**src/rtl/if_axis_tx.sv**
```systemverilog
// Memory-mapped AXI-Stream transmitter: CPU stores fill a TX FIFO,
// a registered output stage drains it onto the master stream port.
module if_axis_tx #(
  parameter logic [7:0] SOC_SEGMENT     = 8'he4,
  parameter logic [7:0] SOC_CLASS       = 8'ha0,
  parameter int         AXIS_DATA_WIDTH = 8,
  parameter int         FIFO_DEPTH      = 4
) (
  input  logic                       axis_aclk_i,
  input  logic                       axis_areset_i,
  input  logic [31:0]                addr_i,
  input  logic [31:0]                data_i,
  input  logic                       data_w_i,
  output logic [31:0]                data_o,
  output logic                       data_access_o,
  output logic                       m_axis_tvalid_o,
  input  logic                       m_axis_tready_i,
  output logic [AXIS_DATA_WIDTH-1:0] m_axis_tdata_o,
  output logic                       m_axis_tlast_o
);

  localparam int AW = $clog2(FIFO_DEPTH);
  localparam int EW = AXIS_DATA_WIDTH + 1;
  localparam logic [AW:0] DEPTH_C = (AW + 1)'(FIFO_DEPTH);

  typedef enum logic {S_EMPTY, S_FULL} state_t;

  state_t state_q, state_d;

  logic [EW-1:0] mem_q [FIFO_DEPTH];
  logic [AW-1:0] rd_ptr_q, rd_ptr_d;
  logic [AW-1:0] wr_ptr_q, wr_ptr_d;
  logic [AW:0]   cnt_q, cnt_d;
  logic          ovf_q, ovf_d;
  logic [31:0]   data_q, data_d;
  logic [AXIS_DATA_WIDTH-1:0] tdata_q, tdata_d;
  logic          tlast_q, tlast_d;

  logic [2:0]  sel;
  logic        wr, rd;
  logic        push_req, push_last, push_ok;
  logic        pop;
  logic        fifo_empty, fifo_full;
  logic        out_full, idle;
  logic [7:0]  occ;
  logic [31:0] rdata;
  logic        unused_bits;

  assign data_access_o = (addr_i[31:24] == SOC_SEGMENT)
                      && (addr_i[23:16] == SOC_CLASS);

  assign sel = addr_i[6:4];
  assign wr  = data_access_o & data_w_i;
  assign rd  = data_access_o & ~data_w_i;

  assign push_last = (sel == 3'b100);
  assign push_req  = wr & ((sel == 3'b011) | push_last);

  assign fifo_empty = (cnt_q == '0);
  assign fifo_full  = (cnt_q == DEPTH_C);

  assign unused_bits = &{1'b0, addr_i[15:7], addr_i[3:0], data_i};

  // FSM: state register
  always_ff @(posedge axis_aclk_i or posedge axis_areset_i) begin
    if (axis_areset_i) state_q <= S_EMPTY;
    else               state_q <= state_d;
  end

  // FSM: next state and pop decision
  always_comb begin
    state_d = state_q;
    pop     = 1'b0;
    unique case (state_q)
      S_EMPTY: begin
        if (!fifo_empty) begin
          pop     = 1'b1;
          state_d = S_FULL;
        end
      end
      S_FULL: begin
        if (m_axis_tready_i) begin
          pop     = !fifo_empty;
          state_d = fifo_empty ? S_EMPTY : S_FULL;
        end
      end
      default: state_d = S_EMPTY;
    endcase
  end

  // FSM: outputs
  always_comb begin
    out_full = (state_q == S_FULL);
    idle     = fifo_empty & ~out_full;
  end

  // a pop in the same cycle frees the slot a full FIFO would refuse
  assign push_ok = push_req & (~fifo_full | pop);

  always_comb begin
    rd_ptr_d = rd_ptr_q + AW'(pop);
    wr_ptr_d = wr_ptr_q + AW'(push_ok);
    cnt_d    = cnt_q + (AW + 1)'(push_ok) - (AW + 1)'(pop);
    ovf_d    = ovf_q;
    if (wr && sel == 3'b001) ovf_d = 1'b0;
    if (push_req && !push_ok) ovf_d = 1'b1;
    tdata_d  = tdata_q;
    tlast_d  = tlast_q;
    if (pop) {tlast_d, tdata_d} = mem_q[rd_ptr_q];
  end

  assign occ = 8'(cnt_q) + {7'd0, out_full};

  always_comb begin
    rdata = '0;
    if (sel == 3'b001) begin
      rdata = {16'd0, occ, 3'd0, ovf_q, idle,
               fifo_full, m_axis_tready_i, out_full};
    end
    data_d = rd ? rdata : data_q;
  end

  always_ff @(posedge axis_aclk_i) begin
    if (push_ok) mem_q[wr_ptr_q] <= {push_last, data_i[AXIS_DATA_WIDTH-1:0]};
  end

  always_ff @(posedge axis_aclk_i or posedge axis_areset_i) begin
    if (axis_areset_i) begin
      rd_ptr_q <= '0;
      wr_ptr_q <= '0;
      cnt_q    <= '0;
      ovf_q    <= 1'b0;
      data_q   <= '0;
      tdata_q  <= '0;
      tlast_q  <= 1'b0;
    end else begin
      rd_ptr_q <= rd_ptr_d;
      wr_ptr_q <= wr_ptr_d;
      cnt_q    <= cnt_d;
      ovf_q    <= ovf_d;
      data_q   <= data_d;
      tdata_q  <= tdata_d;
      tlast_q  <= tlast_d;
    end
  end

  assign data_o          = data_q;
  assign m_axis_tvalid_o = out_full;
  assign m_axis_tdata_o  = tdata_q;
  assign m_axis_tlast_o  = tlast_q;

endmodule

```
**config.mk**
```make
export PLATFORM = sky130hd
export DESIGN_NAME = if_axis_tx
export DESIGN_NICKNAME = d
export VERILOG_FILES = /design/src/rtl/if_axis_tx.sv
export SDC_FILE = /design/constraint.sdc
export NUM_CORES = 1
export LEC_CHECK = 0
export CAP_MARGIN = 40
export CORE_MARGIN = 10
export CORE_UTILIZATION = 40
export CTS_CLUSTER_DIAMETER = 30
export CTS_CLUSTER_SIZE = 10
export DETAILED_ROUTE_END_ITERATION = 8
export PLACE_DENSITY = 0.79
export SLEW_MARGIN = 30
export SYNTH_ARGS = -nofsm -noshare
export SYNTH_HDL_FRONTEND = slang
export SYNTH_SLANG_ARGS = --single-unit
```
**constraint.sdc**
```tcl
create_clock -name axis_aclk_i -period 2.3 [get_ports axis_aclk_i]
set_input_delay 0.345 -clock axis_aclk_i [delete_from_list [all_inputs] [get_ports axis_aclk_i]]
set_output_delay 0.345 -clock axis_aclk_i [all_outputs]
set_load 0.01 [all_outputs]
```
==> metrics.md <==
| Metric | Value |
|---|---|
| Synth Warn # | 0 |
| CTS Buf Count | 9 |
| Register-to-register setup slack | 0.27 ns |
| Comb pwr share | 26.0% |
| WL final | 5510 µm |
| Fillers | 559 |
| Routed wl met3 | 324 µm |
| Sequential share of the synthesized area | 62.5% |
| Grt total ovfl | 0 |
| DRT antenna net count | 0 |
| Skew final | 0.00878 ns |
| Setup WS post-layout | 0.100 ns |
| CTS max path bufs | 2 |
| Iter 0 DRT Violations | 63 |
| P_leak | 1.43 nW |
| Placement Setup Slack | -0.413 ns |
| RSZ-0062 raised after global routing | false |
| Post-CTS setup buffer count | 0 |
| Flops & latches, synth | 63 |
| Seq pwr share | 45.5% |
| Pins Over Slew Limit | 0 |
| Sw frac | 27.7% |
| Outcome | completed |
| Clock period minus worst slack | 2.20 ns |
| Final hold violation count | 0 |
| Hold_buf cts | 0 |
| H-tree levels | 3 |
| Starting Density | 41.4% |
| Mapped Area | 2810 µm² |
| Util after Layout | 53.6% |
| Via count | 1602 |
| Fin area | 3640 µm² |
| RR Startpoint | m_axis_tvalid_o |
| Die W | 104 µm |
| VDD IR-drop max | 509 µV |
| Power Internal | 2.40 mW |
| Final Power | 3.32 mW |
| Dpl cell area | 3430 µm² |
| Cell variety after synth | 33 |
| Die ar. | 10800 µm² |
| Clk network pwr share | 28.5% |
| Post-Layout Cell Count | 354 |
| PwrDens | 912 nW/µm² |
| Critical path type | primary input to flip-flop |
| Worst slew pin tran | 0.622 ns |
| Share of cells above drive strength 1 | 24.0% |
| Row cnt | 30 |
| DIE HEIGHT | 104 µm |
| N_diodes | 0 |
| Number of max-cap violations | 0 |
| Worst-path maximum fanout | 2 |
| Critical path data arrival time | 2.42 ns |
| First-pass GRT wire length | 9110 µm |
| Wl on met1 | 1970 µm |
| Drt pass-1 iters | 4 |
| Worst min-delay path category | primary input to asynchronous set/reset pin |
| Clock Tree Root | clkbuf_8 |
| Post-DP HPWL | 4250 µm |
| GRT Total Usage | 10.7% |
| R2r endpoint | cnt_q[1] |
| Core area | 6790 µm² |
| DRC violations left | 0 |
| Port Buffer Count | 50 |
| Fmax | 455 MHz |
| Worst setup SP type | primary input |
| Highest metal used | met4 |
| Slew margin rel. | 58.5% |
| Routability cong. | 0.734 |
| Io pins | 111 |
| Final Setup Violations | 0 |
| Switching Power | 0.918 mW |
| Largest net degree at the start of global routing | 28 |
| Drt via density | 4.53 |
| Antenna violations before repair | 0 |
| Nets@finish | 329 |
| WL met2 | 3140 µm |
| Hold Slack | 0.371 ns |
| Area delta synth->final | 29.4% |
| Vias in the first global route | 1735 |
| Worst reg-to-reg path cell count | 7 |
| CTS tree | yes |
| DR WL/cell | 15.6 µm |
| Final setup TNS | 0 ns |
| Clk sink count | 63 |
| Syn Area/Cell | 15.4 µm² |
| Required @ worst endpoint | 2.52 ns |
| Crit end category | flip-flop |
| Period utilization | 95.7% |
| DP Cell Count | 338 |
| Cells after Synth | 182 |
| Clock Latency Late Sink | 0.34 ns |
| Worst-path clk slew | 0.07 ns |
[power groups by stage]
| stage | registers, mW | clock network (mW) | logic, mW |
|---|---|---|---|
| floorplan | 1.47 | 0 | 0.572 |
| global placement | 1.53 | 0 | 0.825 |
| detailed placement | 1.54 | 0 | 0.865 |
| CTS | 1.52 | 0.972 | 0.876 |
| global route | 1.55 | 1.03 | 0.961 |
| finish | 1.51 | 0.947 | 0.863 |
[per-layer routing]
metal,vias up,track usage (%)
met5,-,0
met4,0,5.07
met3,5,4.03
met2,44,18.5
met1,785,11.2
li1,768,-
[synthesized netlist by cell type]
library cell / instances / area share, %
mux2_2: 9 / 3.6
inv_2: 2 / 0.27
ha_1: 7 / 3.1
fa_1: 1 / 0.71
dfrtp_1: 27 / 24
nor3b_2: 3 / 1.3
nand3b_4: 1 / 0.71
inv_1: 4 / 0.53
o21ai_1: 19 / 3.4
nor3_1: 2 / 0.36
o21a_1: 1 / 0.27
buf_2: 2 / 0.36
nand4_1: 2 / 0.44
nor2_2: 1 / 0.22
nand2_1: 9 / 1.2
nand2b_1: 2 / 0.44
and4b_1: 1 / 0.36
mux4_2: 9 / 7.2
o31ai_2: 1 / 0.44
nand3_1: 3 / 0.53
nor2b_1: 1 / 0.22
conb_1: 1 / 0.13
nor3b_1: 1 / 0.27
xor2_1: 3 / 0.93
nor2_1: 2 / 0.27
buf_4: 23 / 6.1
clkbuf_1: 2 / 0.27
edfxtp_1: 36 / 38
buf_6: 1 / 0.40
or2_1: 1 / 0.22
and3b_1: 1 / 0.31
nor4b_4: 3 / 2.5
xnor2_1: 1 / 0.31
[how the worst max path moves through the flow]
stage | from | slack [ns] | end | cells past startpoint
global placement | addr_i[6] | -0.33 | cnt_q[2] | 9
finish | addr_i[19] | 0.10 | cnt_q[2] | 9
global route | addr_i[19] | 0.009 | cnt_q[2] | 9
CTS | addr_i[18] | 0.06 | cnt_q[2] | 9
floorplan | addr_i[5] | 0.16 | cnt_q[2] | 8
detailed placement | addr_i[6] | -0.41 | cnt_q[2] | 9
[state kept, by name (all words and copies together) (netlist names)]
| register | flops |
|---|---|
| mem_q | 36 |
| data_o | 9 |
| m_axis_tdata_o | 8 |
| cnt_q | 3 |
| rd_ptr_q | 2 |
| wr_ptr_q | 2 |
| m_axis_tlast_o | 1 |
| m_axis_tvalid_o | 1 |
| ovf_q | 1 |
[critical path, cell delays in order]
cell and delay [ns]:
clkdlybuf4s50_1 0.44, nor4b_4 0.31, nand4_1 0.15, nand3b_4 0.18, ha_1 0.28, inv_1 0.04
ha_1 0.19, fa_2 0.35, xnor2_1 0.13
[placed cells by master, fill, tap and decap left out, types with 2 or more instances in the layout]
cell             instances
ha_1                     7
inv_1                    4
nor3b_2                  4
nor4b_4                  3
dfrtp_1                 27
xor2_1                   3
buf_4                   16
edfxtp_1                36
clkdlybuf4s50_1         49
nor3_1                   2
clkinv_2                 2
nand2b_1                 2
conb_1                  23
nand4_1                  2
clkinv_4                 2
nand2_1                  9
inv_2                    2
nand3_1                  3
mux2_2                   9
mux4_2                   9
clkbuf_8                10
nor2_1                   2
o21ai_1                 19
[area by class of cell]
type,count,area (µm²),share of cell area [%]
clock buffers,11,141,3.89
multi-input cells,107,921,25.3
flip-flops and latches,63,1760,48.3
clock inverters,5,57.6,1.58
well taps,96,120,3.30
repair buffers,66,619,17.0
inverters,6,22.5,0.619
[what timing repair did]
| item | in CTS | in global routing |
|---|---|---|
| resized for setup | 2 | 1 |
| pin swaps | 0 | 2 |
| endpoints found under the setup margin | 2 | 1 |
[cell families after synthesis]
group / Yosys count / share of synthesized area [%]
AOI/OAI and AO/OA: 21 / 4.09
xor gates and xnor gates: 4 / 1.25
adders and majority gates: 8 / 3.83
buffers and inverters: 34 / 7.97
DFF: 63 / 62.5
muxes: 18 / 10.8
other: 1 / 0.133
and+or+nand+nor: 33 / 9.44
No activity file was read; power rests on OpenSTA's default activity.
